### src/rtl/peak_frame_ctrl_if.sv
// Handshake and result bundle for peak_frame_ctrl: sample stream in, one
// held result out per frame. master = frame producer/consumer, slave = block.
interface peak_frame_ctrl_if #(
  parameter int N  = 16,
  parameter int IW = 6
);
  logic          start;
  logic          abort;
  logic          in_valid;
  logic [N-1:0]  in_data;
  logic          in_ready;
  logic          busy;
  logic          out_valid;
  logic          out_ack;
  logic [N-1:0]  out_peak;
  logic [IW-1:0] out_index;
  logic [IW-1:0] out_count;
  logic          out_empty;

  modport master (
    output start, abort, in_valid, in_data, out_ack,
    input  in_ready, busy, out_valid, out_peak, out_index, out_count, out_empty
  );

  modport slave (
    input  start, abort, in_valid, in_data, out_ack,
    output in_ready, busy, out_valid, out_peak, out_index, out_count, out_empty
  );
endinterface

### src/rtl/peak_frame_ctrl.sv
// Captures K signed samples and reports the earliest largest non-negative one;
// result appears 1 cycle after the last transfer and is held until out_ack.
module peak_frame_ctrl #(
  parameter int N  = 16,
  parameter int K  = 42,
  parameter int IW = 6
) (
  input  logic            clk,
  input  logic            rst,
  peak_frame_ctrl_if.slave bus
);

  typedef enum logic [1:0] {IDLE, CAPTURE, REPORT} state_t;

  state_t        state, state_nxt;
  logic [IW-1:0] cnt, idx, pcnt;
  logic [IW-1:0] idx_nxt, pcnt_nxt;
  logic [N-1:0]  peak, peak_nxt;
  logic          found, found_nxt;
  logic          take, keep, last;

  assign bus.in_ready = (state == CAPTURE) && !bus.abort;
  assign bus.busy     = (state != IDLE);

  // Running result including the sample transferred this cycle, so the
  // final sample can be folded straight into the registered outputs.
  always_comb begin
    take      = bus.in_valid && bus.in_ready;
    keep      = take && !bus.in_data[N-1];
    last      = take && (cnt == IW'(K-1));
    peak_nxt  = peak;
    idx_nxt   = idx;
    pcnt_nxt  = pcnt;
    found_nxt = found;
    if (keep) begin
      pcnt_nxt  = pcnt + IW'(1);
      found_nxt = 1'b1;
      if (!found || (bus.in_data[N-2:0] > peak[N-2:0])) begin
        peak_nxt = bus.in_data;
        idx_nxt  = cnt;
      end
    end
  end

  always_comb begin
    state_nxt = state;
    case (state)
      IDLE:    if (bus.start) state_nxt = CAPTURE;
      CAPTURE: begin
        if (bus.abort)  state_nxt = IDLE;
        else if (last)  state_nxt = REPORT;
      end
      REPORT:  if (bus.out_ack) state_nxt = IDLE;
      default: state_nxt = IDLE;
    endcase
  end

  always_ff @(posedge clk or posedge rst) begin
    if (rst) state <= IDLE;
    else     state <= state_nxt;
  end

  always_ff @(posedge clk or posedge rst) begin
    if (rst) begin
      cnt           <= '0;
      idx           <= '0;
      pcnt          <= '0;
      peak          <= '0;
      found         <= 1'b0;
      bus.out_valid <= 1'b0;
      bus.out_peak  <= '0;
      bus.out_index <= '0;
      bus.out_count <= '0;
      bus.out_empty <= 1'b0;
    end else begin
      case (state)
        IDLE: begin
          if (bus.start) begin
            cnt   <= '0;
            idx   <= '0;
            pcnt  <= '0;
            peak  <= '0;
            found <= 1'b0;
          end
        end
        CAPTURE: begin
          if (bus.abort) begin
            cnt   <= '0;
            idx   <= '0;
            pcnt  <= '0;
            peak  <= '0;
            found <= 1'b0;
          end else if (take) begin
            cnt   <= cnt + IW'(1);
            idx   <= idx_nxt;
            pcnt  <= pcnt_nxt;
            peak  <= peak_nxt;
            found <= found_nxt;
            if (last) begin
              bus.out_peak  <= peak_nxt;
              bus.out_index <= idx_nxt;
              bus.out_count <= pcnt_nxt;
              bus.out_empty <= ~found_nxt;
              bus.out_valid <= 1'b1;
            end
          end
        end
        REPORT: begin
          if (bus.out_ack) bus.out_valid <= 1'b0;
        end
        default: ;
      endcase
    end
  end

endmodule

### src/flat_wrapper.sv
// flat-port wrapper written by rule: the top's interface ports become plain ports
module peak_frame_ctrl_flat 
#(
  parameter int N  = 16,
  parameter int K  = 42,
  parameter int IW = 6
)
  (clk, rst, bus_start, bus_abort, bus_in_valid, bus_in_data, bus_out_ack, bus_in_ready, bus_busy, bus_out_valid, bus_out_peak, bus_out_index, bus_out_count, bus_out_empty);
  peak_frame_ctrl_if #(.N(N), .IW(IW)) bus_i ();
  input  logic clk;
  input  logic rst;
  input wire logic [$bits(bus_i.start)-1:0] bus_start;
  input wire logic [$bits(bus_i.abort)-1:0] bus_abort;
  input wire logic [$bits(bus_i.in_valid)-1:0] bus_in_valid;
  input wire logic [$bits(bus_i.in_data)-1:0] bus_in_data;
  input wire logic [$bits(bus_i.out_ack)-1:0] bus_out_ack;
  output wire logic [$bits(bus_i.in_ready)-1:0] bus_in_ready;
  output wire logic [$bits(bus_i.busy)-1:0] bus_busy;
  output wire logic [$bits(bus_i.out_valid)-1:0] bus_out_valid;
  output wire logic [$bits(bus_i.out_peak)-1:0] bus_out_peak;
  output wire logic [$bits(bus_i.out_index)-1:0] bus_out_index;
  output wire logic [$bits(bus_i.out_count)-1:0] bus_out_count;
  output wire logic [$bits(bus_i.out_empty)-1:0] bus_out_empty;
  assign bus_i.start = bus_start;
  assign bus_i.abort = bus_abort;
  assign bus_i.in_valid = bus_in_valid;
  assign bus_i.in_data = bus_in_data;
  assign bus_i.out_ack = bus_out_ack;
  assign bus_in_ready = bus_i.in_ready;
  assign bus_busy = bus_i.busy;
  assign bus_out_valid = bus_i.out_valid;
  assign bus_out_peak = bus_i.out_peak;
  assign bus_out_index = bus_i.out_index;
  assign bus_out_count = bus_i.out_count;
  assign bus_out_empty = bus_i.out_empty;
  peak_frame_ctrl #(.N(N), .K(K), .IW(IW)) u_core (.clk(clk), .rst(rst), .bus(bus_i));
endmodule
### config.mk
export PLATFORM = sky130hd
export DESIGN_NAME = peak_frame_ctrl_flat
export DESIGN_NICKNAME = d
export VERILOG_FILES = /design/src/rtl/peak_frame_ctrl_if.sv /design/src/rtl/peak_frame_ctrl.sv /design/src/flat_wrapper.sv
export SDC_FILE = /design/constraint.sdc
export NUM_CORES = 1
export LEC_CHECK = 0
export ABC_AREA = 1
export CELL_PAD_IN_SITES_DETAIL_PLACEMENT = 0
export CELL_PAD_IN_SITES_GLOBAL_PLACEMENT = 1
export CORE_MARGIN = 2
export CORE_UTILIZATION = 35
export CTS_BUF_LIST = sky130_fd_sc_hd__clkbuf_4 sky130_fd_sc_hd__clkbuf_8
export CTS_CLUSTER_DIAMETER = 120
export DETAILED_ROUTE_END_ITERATION = 8
export PLACE_DENSITY = 0.7
export REMOVE_ABC_BUFFERS = 1
export SYNTH_ARGS = -nofsm -noshare
export SYNTH_HDL_FRONTEND = slang
export SYNTH_SLANG_ARGS = --single-unit
### constraint.sdc
create_clock -name clk -period 2.9 [get_ports clk]
set_clock_uncertainty 0.15 [all_clocks]
set_input_delay 0.58 -clock clk [delete_from_list [all_inputs] [get_ports clk]]
set_output_delay 0.58 -clock clk [all_outputs]
set_load 0.1 [all_outputs]
==> impl_summary.log, run 1 <==
INFO  metric outcome = finished clean
INFO  metric maxCapViolations = 0
INFO  metric syn_inst = 453
INFO  metric grt_setup_unrepaired = no
INFO  metric drt-total-wl = 8.63 mm
INFO  metric finalCriticalPeriod = between 2 and 3 ns
INFO  metric hold_path_class = reg2reg
INFO  metric clock_tree.buffer_depth = 2
INFO  metric grt_overflow = 0
INFO  metric min_from = u_core.peak[13]
INFO  metric cts.root.buffer_cell = clkbuf_8
INFO  metric fin_total_pwr = around 2.1 mW
INFO  metric antenna_found_initial = 0
INFO  metric initial_core_util = about 36%
INFO  metric fp.dieArea = ~0.011 mm2
INFO  metric post-dp-hpwl = about 6 mm
INFO  metric tritoncts = done
INFO  metric drtAntennaViolNets = 0
INFO  metric report.final.hold_viol_count = 0
INFO  metric critical-path-max-stage-delay = approximately 0.43 ns
INFO  metric syn_area = 0.00366 mm2
INFO  metric seq_area_frac_synth = between 40% and 50%
INFO  metric cp_cell_sequence = clkdlybuf4s50_1, ha_1, nand2_1, nor2_1, nand3_1, nand3b_1, nand2_1, nand2_2, nand2_4, buf_12, nand2_1, nand3_1, nand2_1
INFO  metric critPathLaunch = bus_in_data[14]
INFO  metric grt_pass1_vias = 3,130
INFO  metric final_cell_area = roughly 0.0045 mm2
INFO  metric n_antenna_cell = 0
INFO  metric multi_input_comb_area = about 0.0016 mm2
INFO  metric post_dp_cell_area = approximately 0.0043 mm2
INFO  metric routed-via-count = 3,094
INFO  metric cts_setup_buffers = 0
INFO  metric final-instance-count-excl-fill = 657
INFO  metric port_buffers = 53
INFO  metric post_dr_wirelength_cell = between 10 and 15 um
INFO  metric final_cycle_utilization_of_the_critical_path = just under 90%
INFO  metric worstSetupPathType = in2reg
INFO  metric r2r-start = u_core.peak[14]
INFO  metric clock_latency = ~0.34 ns
INFO  metric chipHeight = ~110 um
INFO  metric end_kind = flop
INFO  metric timing.critical_path.max_delay_family = simple AND/OR/NAND/NOR gates
INFO  metric crit_required = between 2 and 3 ns
INFO  metric p_per_area = 452 mW/mm2
INFO  metric grt_use_total = about 16%
INFO  metric total_leakage_power = around 2.5 nW
INFO  metric cp.arrival = roughly 2.6 ns
INFO  metric num-nets-final = around 560
INFO  metric max_slew_margin = around three quarters
INFO  metric detail_route.vias_per_cell = ~4.7
INFO  metric clock_tree.htree_level_count = 3
INFO  metric worst_setup_hold_path_clk_slew = 0.07 ns
INFO  metric cts_buffers = 9
INFO  metric max_clock_freq = approximately 0.40 GHz
INFO  metric critical_path_buf_inv_count = 2
INFO  metric clock_sink_count = 67
INFO  metric placementRows = 37
INFO  metric worst_path_most_repeated_cell = nand2_1
INFO  metric hold_ws = 0.332 ns
INFO  metric num_io_pins = between 50 and 60
INFO  metric setup_viol = 0
INFO  metric drive_gt1_share = between 15 and 20%
INFO  metric peak_supply_drop = around 0.21 mV
INFO  metric number_of_distinct_library_cell_variants_in_the_gate_level_netlist_after_synthesis = 31
INFO  metric timing.critical_path.fanout_max = 11
INFO  metric die_width = 106 um
INFO  metric number_of_flip_flops_and_latches_in_the_synthesized_netlist = 67
INFO  metric yosys_warnings = 0
INFO  metric tightest_slew = between 0.3 and 0.4 ns
INFO  metric critical_path.slowest_cell = clkdlybuf4s50_1
INFO  metric global_route_wire_length_before_repair = approximately 15 mm
INFO  metric synth.avg_cell_area = 8.08 um2
INFO  metric cts_resized = 0
INFO  metric route.detailed.drc = 0
INFO  metric detailedRoute.firstPassIterationCount = 4
INFO  metric gpl.final_weighted_congestion = roughly 0.8
INFO  metric fp.coreArea = 0.0102 mm2
INFO  metric detailedRoute.firstIterationViolations = between 100 and 150
INFO  metric seq_area = roughly 0.0017 mm2
INFO  metric final_max_slew_viol_count = 0
INFO  metric final.fill_count = between 1,000 and 1,500
INFO  metric setup-tns-final = 0 ns
INFO  metric dp_cells = 641
INFO  metric worst_setup_path_start_kind = primary input
INFO  metric flow.area_growth_from_synthesis = 24.1%
INFO  metric pin_count_of_the_biggest_net_entering_global_routing = 68
INFO  metric holdBufCountCts = 0
cell type report:
type / instances / share of cell area (%)
sequential: 67 / 36.9
timing repair buffer: 69 / 13.7
tap: 136 / 3.74
inverter: 66 / 5.45
clock inverter: 3 / 0.991
multi-input combinational: 303 / 35.5
clock buffer: 13 / 3.80
worst min-delay path, cell delays in order, from the launching register on:
cell and delay, ns:
dfrtp_1 0.34, nand2_1 0.05, nand2_1 0.05
through the flow:
stage	util, %	setup slack (ns)
3_5_place_dp	42.3	0.0439
2_1_floorplan	-	0.248
5_1_grt	44.4	0.244
3_3_place_gp	42.3	0.0533
6_report	44.4	0.391
4_1_cts	44.4	0.407
cells in the mapped netlist:
| master | n | area share, % |
|---|---|---|
| a21oi_1 | 11 | 1.5 |
| a31oi_1 | 1 | 0.17 |
| buf_12 | 1 | 0.55 |
| buf_2 | 6 | 0.82 |
| buf_4 | 7 | 1.4 |
| buf_6 | 2 | 0.62 |
| clkbuf_1 | 1 | 0.10 |
| dfrtp_1 | 67 | 46 |
| ha_1 | 18 | 6.2 |
| inv_1 | 62 | 6.4 |
| inv_2 | 4 | 0.41 |
| nand2_1 | 140 | 14 |
| nand2_2 | 8 | 1.4 |
| nand2_4 | 7 | 2.2 |
| nand3_1 | 69 | 9.4 |
| nand3b_1 | 1 | 0.21 |
| nand3b_4 | 1 | 0.55 |
| nand4_1 | 1 | 0.17 |
| nor2_1 | 8 | 0.82 |
| nor2_2 | 1 | 0.17 |
| nor2_8 | 2 | 1.1 |
| nor3_1 | 5 | 0.68 |
| nor3b_1 | 1 | 0.21 |
| nor4_1 | 1 | 0.17 |
| o21a_1 | 1 | 0.21 |
| o21ai_0 | 13 | 1.8 |
| o21ai_1 | 3 | 0.41 |
| o22ai_1 | 4 | 0.68 |
| o31ai_1 | 1 | 0.21 |
| o32ai_1 | 1 | 0.24 |
| xor2_1 | 5 | 1.2 |
state kept, by name, indices dropped and copies added (netlist names):
| register | cells |
|---|---|
| u_core.bus.out_peak | 16 |
| u_core.peak | 16 |
| u_core.bus.out_count | 6 |
| u_core.bus.out_index | 6 |
| u_core.cnt | 6 |
| u_core.idx | 6 |
| u_core.pcnt | 6 |
| u_core.state | 2 |
| u_core.bus.out_empty | 1 |
| u_core.bus.out_valid | 1 |
| u_core.found | 1 |
layout by cell type, fill, tap and decap left out, drive strengths merged, types with 2 or more instances in the layout:
cell           synthesis  layout
inv                   66      66
nor2                  11      11
nor3                   5       5
nand3b                 2       2
dfrtp                 67      67
clkbuf                 1      13
nand3                 69      69
xor2                   5       5
o21ai                 16      16
o22ai                  4       4
clkdlybuf4s50          0      21
clkinvlp               0       2
buf                   16      48
a21oi                 11      11
ha                    18      18
nand2                155     155
power by group:
part	switching (mW)	internal, mW	leakage (nW)
logic	0.169	0.0936	1.42
clock network	0.362	0.478	0.105
registers	0.00909	0.944	0.933
final timing paths:
kind                       cells past startpoint                      end  slack, ns
max                                           13   u_core.bus.out_peak[7]       0.39
min                                            2          u_core.peak[13]       0.33
max reg2reg                                   13   u_core.bus.out_peak[7]       0.67
min reg2reg                                    2          u_core.peak[13]       0.33
max in group asynchronous                      3           u_core.peak[0]       1.80
min in group asynchronous                      3  u_core.bus.out_peak[11]       0.47
layer usage:
layer | track usage (%) | wire [um] | vias up | share of wire [%]
met4 | 4.70 | 89 | 0 | 1.0
met3 | 2.88 | 340 | 9 | 3.9
li1 | - | - | 1562 | -
met5 | 0 | 0 | - | 0
met1 | 20.4 | 4000 | 1455 | 46
met2 | 28.7 | 4210 | 68 | 49
cell families (layout without fill, tap and decap cells):
kind of cell    after synthesis  after routing  synth area share (%)
simple gates                245            245                  31.4
flops                        67             67                  45.8
compound gates               35             35                  5.19
fa+ha+maj                    18             18                  6.15
xor+xnor                      5              5                  1.20
buf+inv                      83            151                  10.3
Power figures use the tool's default switching activity.
==> run 2: changes to the inputs <==
- RECOVER_POWER: unset -> 100
==> run 2 against run 1 <==
The flow now finishes with violations (capacitance limit, slew limit); global-route usage did not move; sequential power hardly changed; sequential share of layout area up 1.5 points; flip-flop and latch count is the same; critical endpoint is now bus_in_ready; highest routed layer unchanged.
==> impl_summary.log, run 2 (synthesized netlist as in run 1, its figures left out) <==
INFO  metric cts_setup_buffers = 0
INFO  metric worst_setup_hold_path_clk_slew = around 0.070 ns
INFO  metric grt_pass1_vias = between 3,000 and 4,000
INFO  metric hold_path_class = reg2reg
INFO  metric cts_resized = 0
INFO  metric timing.critical_path.fanout_max = 4
INFO  metric p_per_area = 467 mW/mm2
INFO  metric post_dp_cell_area = approximately 0.0043 mm2
INFO  metric report.final.hold_viol_count = 0
INFO  metric clock_latency = approximately 0.34 ns
INFO  metric antenna_found_initial = 0
INFO  metric final_cell_area = about 0.0044 mm2
INFO  metric outcome = finished with violations
INFO  metric cts_buffers = 9
INFO  metric detail_route.vias_per_cell = 4.76
INFO  metric initial_core_util = between 30% and 40%
INFO  metric max_clock_freq = roughly 0.37 GHz
INFO  metric routed-via-count = between 3,000 and 4,000
INFO  metric tightest_slew = between 1.5 and 2 ns
INFO  metric routed-wl-met2 = between 4 and 5 mm
INFO  metric post_dr_wirelength_cell = 13.2 um
INFO  metric die_width = ~110 um
INFO  metric total_leakage_power = 2.29 nW
INFO  metric num_io_pins = between 50 and 60
INFO  metric critical_path_buf_inv_count = 3
INFO  metric grt_setup_unrepaired = no
INFO  metric route.detailed.drc = 0
INFO  metric num-nets-final = roughly 560
INFO  metric setup-tns-final = 0 ns
INFO  metric drtAntennaViolNets = 0
INFO  metric critical_path.slowest_cell = dlygate4sd3_1
INFO  metric global_route_wire_length_before_repair = about 15 mm
INFO  metric clock_sink_count = 67
INFO  metric route.met3.wl = 404 um
INFO  metric detailedRoute.firstPassIterationCount = 4
INFO  metric drive_gt1_share = a little under a tenth
INFO  metric biggestRegsByFlops = u_core.bus.out_peak (16), u_core.peak (16)
INFO  metric violations = capacitance limit, slew limit
INFO  metric pin_count_of_the_biggest_net_entering_global_routing = 68
INFO  metric clock_tree.htree_level_count = 3
INFO  metric drt-total-wl = between 8 and 9 mm
INFO  metric layout.cells.most_common = nand2_1
INFO  metric highest_layer = met4
INFO  metric grt_overflow = 0
INFO  metric mostFrequentLayoutCells = nand2_1 (142), nand3_1 (69), dfrtp_1 (67)
INFO  metric maxCapViolations = 1
INFO  metric clock_tree.buffer_depth = 2
INFO  metric grt_use_total = around 16%
INFO  metric setup_viol = 0
INFO  metric peak_supply_drop = between 0.2 and 0.25 mV
INFO  metric fp.coreArea = 0.0102 mm2
INFO  metric post-dp-hpwl = approximately 6 mm
INFO  metric fp.dieArea = between 0.01 and 0.015 mm2
INFO  metric cp.arrival = ~2.0 ns
INFO  metric flow.area_growth_from_synthesis = 19.1%
INFO  metric chipHeight = about 110 um
INFO  metric final_max_slew_viol_count = 68
INFO  metric end_kind = output pin
INFO  metric worst_setup_path_start_kind = primary input
INFO  metric port_buffers = between 50 and 60
INFO  metric finalCriticalPeriod = around 2.7 ns
INFO  metric gpl.final_weighted_congestion = 0.791
INFO  metric worstSetupPathType = in2out
INFO  metric detailedRoute.firstIterationViolations = 144
INFO  metric final_cycle_utilization_of_the_critical_path = between 90% and 100%
INFO  metric final.fill_count = between 1,000 and 1,500
INFO  metric crit_required = around 2.2 ns
INFO  metric cp_cell_sequence = dlygate4sd3_1, nand3b_1, inv_2, clkbuf_2
INFO  metric holdBufCountCts = 0
INFO  metric timing.critical_path.max_delay_family = buffers and inverters
INFO  metric n_antenna_cell = 0
INFO  metric critical-path-max-stage-delay = about 0.53 ns
INFO  metric tritoncts = done
INFO  metric wirelength_met1 = approximately 4.0 mm
INFO  metric max_slew_margin = -15.0%
INFO  metric cts.root.buffer_cell = clkbuf_8
INFO  metric placementRows = 37
## run 2: cell types whose count changed in the layout (fill, tap and decap cells not counted), sizes merged
| cell | change |
|---|---|
| buf | -37 |
| clkbuf | +37 |
| clkdlybuf4s50 | -1 |
| clkinv | +1 |
| dlygate4sd3 | +1 |
| inv | -1 |
## run 2: layer usage
metal	vias to the layer above	global-route usage, %
li1	1562	-
met1	1478	20.4
met2	79	28.7
met3	7	2.88
met4	0	4.70
met5	-	0
## run 2: path summary, 6_finish.rpt
check | from | to | slack (ns) | cells past startpoint
max in group asynchronous | rst | u_core.bus.out_peak[0] | 0.57 | 3
min | u_core.bus.out_peak[10] | u_core.bus.out_peak[10] | 0.33 | 2
max | bus_abort | bus_in_ready | 0.22 | 4
min in group asynchronous | rst | u_core.bus.out_peak[11] | 0.98 | 3
max reg2reg | u_core.peak[14] | u_core.bus.out_peak[7] | 0.61 | 13
min reg2reg | u_core.bus.out_peak[10] | u_core.bus.out_peak[10] | 0.33 | 2
## run 2: area by class of cell
type / instances / area [um2] / share of cell area (%)
tap: 136 / 170 / 3.90
timing repair buffer: 69 / 462 / 10.6
clock inverter: 3 / 45.0 / 1.03
inverter: 66 / 248 / 5.68
multi-input combinational: 303 / 1590 / 36.4
clock buffer: 13 / 173 / 3.96
sequential: 67 / 1680 / 38.4
## run 2: worst register-to-register path: cells and delay by family (launching register included)
kind,cells,cell delay [ns]
simple gates,10,1.14
fa+ha+maj,1,0.29
buf+inv,2,0.24
flops,1,0.35
## run 2: per-stage QoR
| stage | setup slack [ns] | hold slack, ns | power [mW] | instances | util, % |
|---|---|---|---|---|---|
| after detailed placement | 0.0439 | 0.315 | 1.24 | 641 | 42.3 |
| after global placement | 0.0533 | 0.311 | 1.23 | 641 | 42.3 |
| after CTS | 0.407 | 0.335 | 2.10 | 657 | 44.4 |
| final | 0.217 | 0.330 | 2.04 | 657 | 42.6 |
| after floorplan | 0.248 | 0.299 | 1.12 | 436 | - |
| after global routing | 0.159 | 0.347 | 2.14 | 657 | 42.6 |
## run 2: power breakdown
| part | leakage [nW] | internal (mW) | switching, mW |
|---|---|---|---|
| logic | 1.25 | 0.0777 | 0.166 |
| clock network | 0.105 | 0.478 | 0.362 |
| registers | 0.933 | 0.944 | 0.00779 |
==> run 3: changes to the inputs <==
- CORE_MARGIN: 2 -> unset
==> run 3 against run 2 <==
The flow still finishes with violations (capacitance limit, slew limit); core utilization is 0.58 points higher; final cell count fell by 1.1%; sequential power is essentially flat; clock power decreased by 4.9%; register-to-register slack worse by 0.11 ns.
==> impl_summary.log, run 3 (synthesized netlist as in run 1, its figures left out) <==
INFO  metric cts_setup_buffers = 0
INFO  metric post_dr_wirelength_cell = 13.2 um
INFO  metric post_dp_cell_area = around 0.0043 mm2
INFO  metric dp_cells = approximately 630
INFO  metric setup-tns-final = 0 ns
INFO  metric global_route_wire_length_before_repair = approximately 15 mm
INFO  metric drt-total-wl = ~8.6 mm
INFO  metric die_width = approximately 100 um
INFO  metric drtAntennaViolNets = 0
INFO  metric cts_buffers = 9
INFO  metric worst_setup_path_start_kind = primary input
INFO  metric grt_use_total = 17.0%
INFO  metric chipHeight = around 100 um
INFO  metric clock_latency = 0.35 ns
INFO  metric post-dp-hpwl = approximately 5.9 mm
INFO  metric route.detailed.drc = 0
INFO  metric cp.arrival = approximately 2.7 ns
INFO  metric grt_overflow = 0
INFO  metric pin_count_of_the_biggest_net_entering_global_routing = 68
INFO  metric drive_gt1_share = roughly 8.3%
INFO  metric routed-via-count = around 3,000
INFO  metric fin_total_pwr = 1.99 mW
INFO  metric holdBufCountCts = 0
INFO  metric fp.coreArea = approximately 0.01 mm2
INFO  metric post-place-ws = roughly 0.037 ns
INFO  metric fp.dieArea = about 0.011 mm2
INFO  metric end_kind = flop
INFO  metric total_leakage_power = 2.28 nW
INFO  metric tightest_slew = between 1.5 and 2 ns
INFO  metric p_per_area = ~460 mW/mm2
INFO  metric biggestRegsByFlops = u_core.bus.out_peak (16), u_core.peak (16)
INFO  metric crit_required = a little under 3 ns
INFO  metric outcome = finished with violations
INFO  metric num_io_pins = 54
INFO  metric cts.root.buffer_cell = clkbuf_8
INFO  metric hold_path_class = reg2reg
INFO  metric max_clock_freq = just under 0.4 GHz
INFO  metric max_slew_margin = -13.5%
INFO  metric flow.area_growth_from_synthesis = 17.5%
INFO  metric gpl.final_weighted_congestion = 0.771
INFO  metric setup_viol = 0
INFO  metric n_antenna_cell = 0
INFO  metric final_cell_area = around 0.0043 mm2
INFO  metric mostFrequentLayoutCells = nand2_1 (145), nand3_1 (69), dfrtp_1 (67)
INFO  metric clock_tree.buffer_depth = 2
INFO  metric peak_supply_drop = about 0.31 mV
INFO  metric layout_setup_ws = ~0.3 ns
INFO  metric port_buffers = between 50 and 60
INFO  metric report.final.hold_viol_count = 0
INFO  metric cts_resized = 0
INFO  metric num-nets-final = ~550
INFO  metric antenna_found_initial = 0
INFO  metric final-instance-count-excl-fill = 650
INFO  metric tritoncts = done
INFO  metric violations = capacitance limit, slew limit
INFO  metric final_max_slew_viol_count = 68
INFO  metric layout.cells.most_common = nand2_1
INFO  metric whs_path_depth = 2
INFO  metric reg2reg_depth = 9
INFO  metric grt_setup_unrepaired = no
INFO  metric initial_core_util = a little under two fifths
INFO  metric grt_pass1_vias = 3,037
INFO  metric clock_tree.htree_level_count = 3
INFO  metric detailedRoute.firstIterationViolations = 104
INFO  metric worstSetupPathType = in2reg
INFO  metric finalCriticalPeriod = about 2.6 ns
INFO  metric detailedRoute.firstPassIterationCount = 4
INFO  metric detail_route.vias_per_cell = 4.74
INFO  metric timing.critical_path.fanout_max = 10
INFO  metric worst_setup_hold_path_clk_slew = 0.07 ns
INFO  metric maxCapViolations = 1
INFO  metric clock_sink_count = 67
INFO  metric final_cycle_utilization_of_the_critical_path = approximately 90%
INFO  metric placementRows = 36
run 3: changes by cell type in the layout (fill, tap and decap cells not counted), sizes merged:
cell           delta
clkbuf            -3
dlygate4sd3       -1
buf               -3
clkdlybuf4s50     +1
clkinv            +3
clkinvlp          -1
run 3: final timing paths:
check / slack, ns / to / start
worst max-delay path: 0.30 / u_core.bus.out_peak[0] / bus_in_data[14]
worst min-delay path: 0.33 / u_core.bus.out_index[5] / u_core.bus.out_index[5]
worst max register to register: 0.50 / u_core.bus.out_peak[0] / u_core.state[1]
worst min register to register: 0.33 / u_core.bus.out_index[5] / u_core.bus.out_index[5]
max in group asynchronous: 0.61 / u_core.peak[1] / rst
min in group asynchronous: 0.97 / u_core.bus.out_count[3] / rst
run 3: final cells by class:
| class | instances | area (um2) |
|---|---|---|
| clock inverter | 5 | 52.6 |
| inverter | 66 | 248 |
| fill | 1063 | 5650 |
| timing repair buffer | 65 | 435 |
| tap | 133 | 166 |
| sequential | 67 | 1680 |
| multi-input combinational | 303 | 1580 |
| clock buffer | 11 | 145 |
run 3: through the flow:
stage / utilization (%) / hold slack, ns
2_1_floorplan: - / 0.299
3_3_place_gp: 43.1 / 0.312
3_5_place_dp: 43.1 / 0.315
4_1_cts: 45.1 / 0.335
5_1_grt: 43.2 / 0.348
6_report: 43.2 / 0.330
run 3: worst max-delay path: stages:
cell	delay (ns)
clkdlybuf4s50_1	0.46
ha_1	0.32
nand2_1	0.07
nor2_1	0.16
nand3_1	0.12
nand3b_1	0.17
nand2_1	0.08
nand2_2	0.07
nand2_2	0.25
buf_12	0.18
nand2_1	0.07
nand3_1	0.07
nand2_1	0.07
run 3: report_power, final:
group | switching (mW) | internal [mW] | leakage, nW
Combinational | 0.162 | 0.0777 | 1.25
Sequential | 0.00892 | 0.944 | 0.933
Clock | 0.372 | 0.426 | 0.103
Total | 0.543 | 1.45 | 2.28
run 3: layer usage:
metal | vias up | routed length (um) | track usage (%)
met5 | - | 0 | 0
met2 | 79 | 3990 | 28.2
met3 | 10 | 514 | 3.38
li1 | 1553 | - | -
met1 | 1438 | 3980 | 22.2
met4 | 0 | 107 | 5.71
==> RTL change 1 (settings of run 2) <==
Make the reset (`rst`) synchronous in 2 clocked blocks.
--- a/src/rtl/peak_frame_ctrl.sv
+++ b/src/rtl/peak_frame_ctrl.sv
@@ -55,12 +55,12 @@
     endcase
   end
 
-  always_ff @(posedge clk or posedge rst) begin
+  always_ff @(posedge clk) begin
     if (rst) state <= IDLE;
     else     state <= state_nxt;
   end
 
-  always_ff @(posedge clk or posedge rst) begin
+  always_ff @(posedge clk) begin
     if (rst) begin
       cnt           <= '0;
       idx           <= '0;
Formal check against the unedited RTL: differs if rst is asserted again (counterexample within 4 cycles, from zero or initial values and one cycle with rst high); with rst held inactive, the same outputs for 10 cycles.
==> RTL change 1 against run 2 <==
  * Sequential cell count is the same
  * Worst setup slack gained 0.18 ns
  * Wire length shrank 1.1%
  * Critical path depth grew 6
  * Critical path type is now input port to register
  * Final cell count grew 11%
  * Largest power group unchanged
  * Sequential power shrank 2.5%
  * Clock power shrank 11%
  * Area after synthesis shrank 3.2%
  * Total power shrank 9.4%
  * Global-route usage grew 0.096 points
  * Design area shrank 3.4%
  * Sequential share of layout area shrank 6.6 points
==> RTL change 1: results (changes against run 2) <==
{
  "power.combinational.total": {"value": 0.171, "unit": "mW", "change": "was 0.244 mW"},
  "globalplace.congestion": {"value": 0.804, "change": "was 0.791"},
  "ir_worst_vdd": {"value": 0.206, "unit": "mV", "change": "was 0.208 mV"},
  "via_count_of_the_first_global_routing_pass": {"value": 3069, "change": "was 3130"},
  "fin_crit": {"value": 2.50, "unit": "ns", "change": "was 2.68 ns"},
  "outcome": {"value": "finished clean", "change": "was complete, but fails checks"},
  "routed_wire_length_per_instance": {"value": 11.7, "unit": "µm", "change": "was 13.2 µm"},
  "number_of_cells_on_the_worst_reg_to_reg_path": {"value": 10, "change": "was 13"},
  "design.die.area": {"value": 10900, "unit": "µm²", "change": "was 11300 µm²"},
  "synth.area.top_cells": {"value": "sky130_fd_sc_hd__dfxtp_1 (38%), sky130_fd_sc_hd__nand2_1 (16%), sky130_fd_sc_hd__inv_1 (9.3%), sky130_fd_sc_hd__nand3_1 (6.8%), sky130_fd_sc_hd__ha_1 (6.4%)", "change": "was sky130_fd_sc_hd__dfrtp_1 (46%), sky130_fd_sc_hd__nand2_1 (14%), sky130_fd_sc_hd__nand3_1 (9.4%), sky130_fd_sc_hd__inv_1 (6.4%), sky130_fd_sc_hd__ha_1 (6.2%)"},
  "fraction_of_synthesis_flops_using_an_asynchronous_set_or_reset_pin": {"value": 0, "unit": "%", "change": "was 100%"},
  "use_met1": {"value": 21.6, "unit": "%", "change": "was 20.4%"},
  "critical-path-max-stage-delay": {"value": 0.49, "unit": "ns", "change": "was 0.53 ns"},
  "grtUsageTotal": {"value": 16.4, "unit": "%", "change": "was 16.3%"},
  "leakage": {"value": 1.91, "unit": "nW", "change": "was 2.29 nW"},
  "critical_path.top_delay_family": {"value": "simple AND/OR/NAND/NOR gates", "change": "was buffers and inverters"},
  "detail_route.wirelength.met1": {"value": 4350, "unit": "µm", "change": "was 4000 µm"},
  "synth_commonest_cells": {"value": "sky130_fd_sc_hd__nand2_1 (149), sky130_fd_sc_hd__inv_1 (88), sky130_fd_sc_hd__dfxtp_1 (67)", "change": "was sky130_fd_sc_hd__nand2_1 (140), sky130_fd_sc_hd__nand3_1 (69), sky130_fd_sc_hd__dfrtp_1 (67)"},
  "post-layout-total-power": {"value": 1.84, "unit": "mW", "change": "was 2.04 mW"},
  "vias": {"value": 3281, "change": "was 3126"},
  "hold_path_end": {"value": "u_core.bus.out_peak[15]", "change": "was u_core.bus.out_peak[10]"},
  "synth-seq-area-share": {"value": 37.9, "unit": "%", "change": "was 45.8%"},
  "setup.reg_to_reg.worst_slack": {"value": 0.67, "unit": "ns", "change": "was 0.61 ns"},
  "final_nets": {"value": 634, "change": "was 556"},
  "dp_hpwl": {"value": 6040, "unit": "µm", "change": "was 5980 µm"},
  "max-slew-margin-rel": {"value": 22.3, "unit": "%", "change": "was -15.0%"}
}
[RTL change 1: kinds of logic after synthesis]
logic type               synth area share, %
flip-flops                              37.9
adder cells (fa/ha/maj)                 6.36
multiplexers                           0.282
buffers and inverters                   12.7
AND/OR/NAND/NOR                         32.9
AO/OA/AOI/OAI                           8.65
XOR/XNOR                                1.24
[RTL change 1: area by class of cell]
| class | instances | area [µm²] | area share, % |
|---|---|---|---|
| clock inverter | 2 | 10.0 | 0.238 |
| inverter | 89 | 334 | 7.93 |
| sequential | 67 | 1340 | 31.8 |
| tap | 133 | 166 | 3.95 |
| clock buffer | 14 | 174 | 4.13 |
| multi-input combinational | 357 | 1730 | 41.1 |
| timing repair buffer | 70 | 457 | 10.8 |
[RTL change 1: per-stage QoR]
stage / hold WS [ns] / instances / instance area, µm²
CTS: 0.317 / 732 / 4380
finish: 0.315 / 732 / 4210
global placement: 0.301 / 716 / 4200
detailed placement: 0.300 / 716 / 4200
floorplan: 0.284 / 513 / 3430
global route: 0.340 / 732 / 4210
==> RTL change 2 (settings of run 2) <==
Made on the original files. `N` is set to 16 in 3 places; all go to 17.
--- a/src/rtl/peak_frame_ctrl_if.sv
+++ b/src/rtl/peak_frame_ctrl_if.sv
@@ -1,7 +1,7 @@
 // Handshake and result bundle for peak_frame_ctrl: sample stream in, one
 // held result out per frame. master = frame producer/consumer, slave = block.
 interface peak_frame_ctrl_if #(
-  parameter int N  = 16,
+  parameter int N  = 17,
   parameter int IW = 6
 );
   logic          start;
--- a/src/rtl/peak_frame_ctrl.sv
+++ b/src/rtl/peak_frame_ctrl.sv
@@ -1,7 +1,7 @@
 // Captures K signed samples and reports the earliest largest non-negative one;
 // result appears 1 cycle after the last transfer and is held until out_ack.
 module peak_frame_ctrl #(
-  parameter int N  = 16,
+  parameter int N  = 17,
   parameter int K  = 42,
   parameter int IW = 6
 ) (
--- a/src/flat_wrapper.sv
+++ b/src/flat_wrapper.sv
@@ -1,7 +1,7 @@
 // flat-port wrapper written by rule: the top's interface ports become plain ports
 module peak_frame_ctrl_flat 
 #(
-  parameter int N  = 16,
+  parameter int N  = 17,
   parameter int K  = 42,
   parameter int IW = 6
 )
Ports: changed (resized bus_in_data and bus_out_peak); port bits go from 54 to 56. The function was not compared with the original's and may differ.
==> RTL change 2 against run 2 <==
  * Wire length about the same
  * Sequential share of layout area up 1.2 points
  * Design area fell by 0.20%
  * Total power increased by 0.52%
  * Hold slack got worse by 0.0021 ns
  * Area after synthesis shrank 1.2%
  * Worst setup slack improved by 0.091 ns
  * Synthesized cell count fell by 0.44%
  * Sequential cell count is 2 higher
  * Critical path type unchanged
  * Critical endpoint unchanged
==> RTL change 2: results (changes against run 2) <==
{
  "leakage": {"value": 2.28, "unit": "nW", "change": "was 2.29 nW"},
  "final.signal_inverter_count": {"value": 64, "change": "was 66"},
  "detailroute.wirelength.met3": {"value": 395, "unit": "µm", "change": "was 404 µm"},
  "critical-path-max-stage-delay": {"value": 0.61, "unit": "ns", "change": "was 0.53 ns"},
  "post-place-ws": {"value": 0.137, "unit": "ns", "change": "was 0.0439 ns"},
  "global_route_wire_length_before_repair": {"value": 14900, "unit": "µm", "change": "was 14700 µm"},
  "outcome": {"value": "finished clean", "change": "was complete, but fails checks"},
  "worst_hold_slack": {"value": 0.328, "unit": "ns", "change": "was 0.330 ns"},
  "pin_count_of_the_biggest_net_entering_global_routing": {"value": 27, "change": "was 68"},
  "n_clock_buffer": {"value": 9, "change": "was 13"},
  "ir_worst_vdd": {"value": 0.251, "unit": "mV", "change": "was 0.208 mV"},
  "port_buffers": {"value": 55, "change": "was 53"},
  "area.sequential": {"value": 1730, "unit": "µm²", "change": "was 1680 µm²"},
  "routed_via_density": {"value": 4.73, "change": "was 4.76"},
  "grtUsageTotal": {"value": 16.7, "unit": "%", "change": "was 16.3%"},
  "use_met1": {"value": 22.2, "unit": "%", "change": "was 20.4%"},
  "final_nets": {"value": 559, "change": "was 556"},
  "worstReg2RegStart": {"value": "u_core.state[1]", "change": "was u_core.peak[14]"},
  "setup.reg_to_reg.worst_slack": {"value": 0.66, "unit": "ns", "change": "was 0.61 ns"},
  "max-slew-margin-rel": {"value": 21.1, "unit": "%", "change": "was -15.0%"},
  "routed_wl": {"value": 8690, "unit": "µm", "change": "was 8680 µm"},
  "clock_cell_area_share": {"value": 4.37, "unit": "%", "change": "was 4.99%"},
  "final_cell_area_excluding_filler_cells": {"value": 4350, "unit": "µm²", "change": "was 4360 µm²"},
  "synth-seq-area-share": {"value": 47.7, "unit": "%", "change": "was 45.8%"},
  "layout.nonclk_buf_share": {"value": 11.0, "unit": "%", "change": "was 10.6%"}
}
## RTL change 2: changes by cell type in the layout (fill, tap and decap cells not counted), sizes merged, moves of 2 or more
cell / run 2 / this run
nand2: 155 / 147
clkinv: 1 / 6
o21ai: 16 / 11
o22ai: 4 / 8
clkbuf: 50 / 48
dfrtp: 67 / 69
inv: 65 / 63
nand3b: 2 / 0
nand4: 1 / 3
## RTL change 2: kinds of logic after synthesis
kind of cell,count (synthesis),share of synthesized area [%]
AOI/OAI and AO/OA,37,5.84
xor gates and xnor gates,6,1.45
and+or+nand+nor,239,29.6
DFF,69,47.7
buffers and inverters,81,8.78
adders and majority gates,19,6.57
## RTL change 2: power by group through the flow
stage | Clock, mW | Combinational, mW | Sequential (mW)
after detailed placement | 0 | 0.288 | 1.02
after global routing | 0.854 | 0.303 | 1.00
after global placement | 0 | 0.286 | 1.02
final | 0.782 | 0.266 | 0.998
after CTS | 0.809 | 0.289 | 0.998
after floorplan | 0 | 0.171 | 1.01
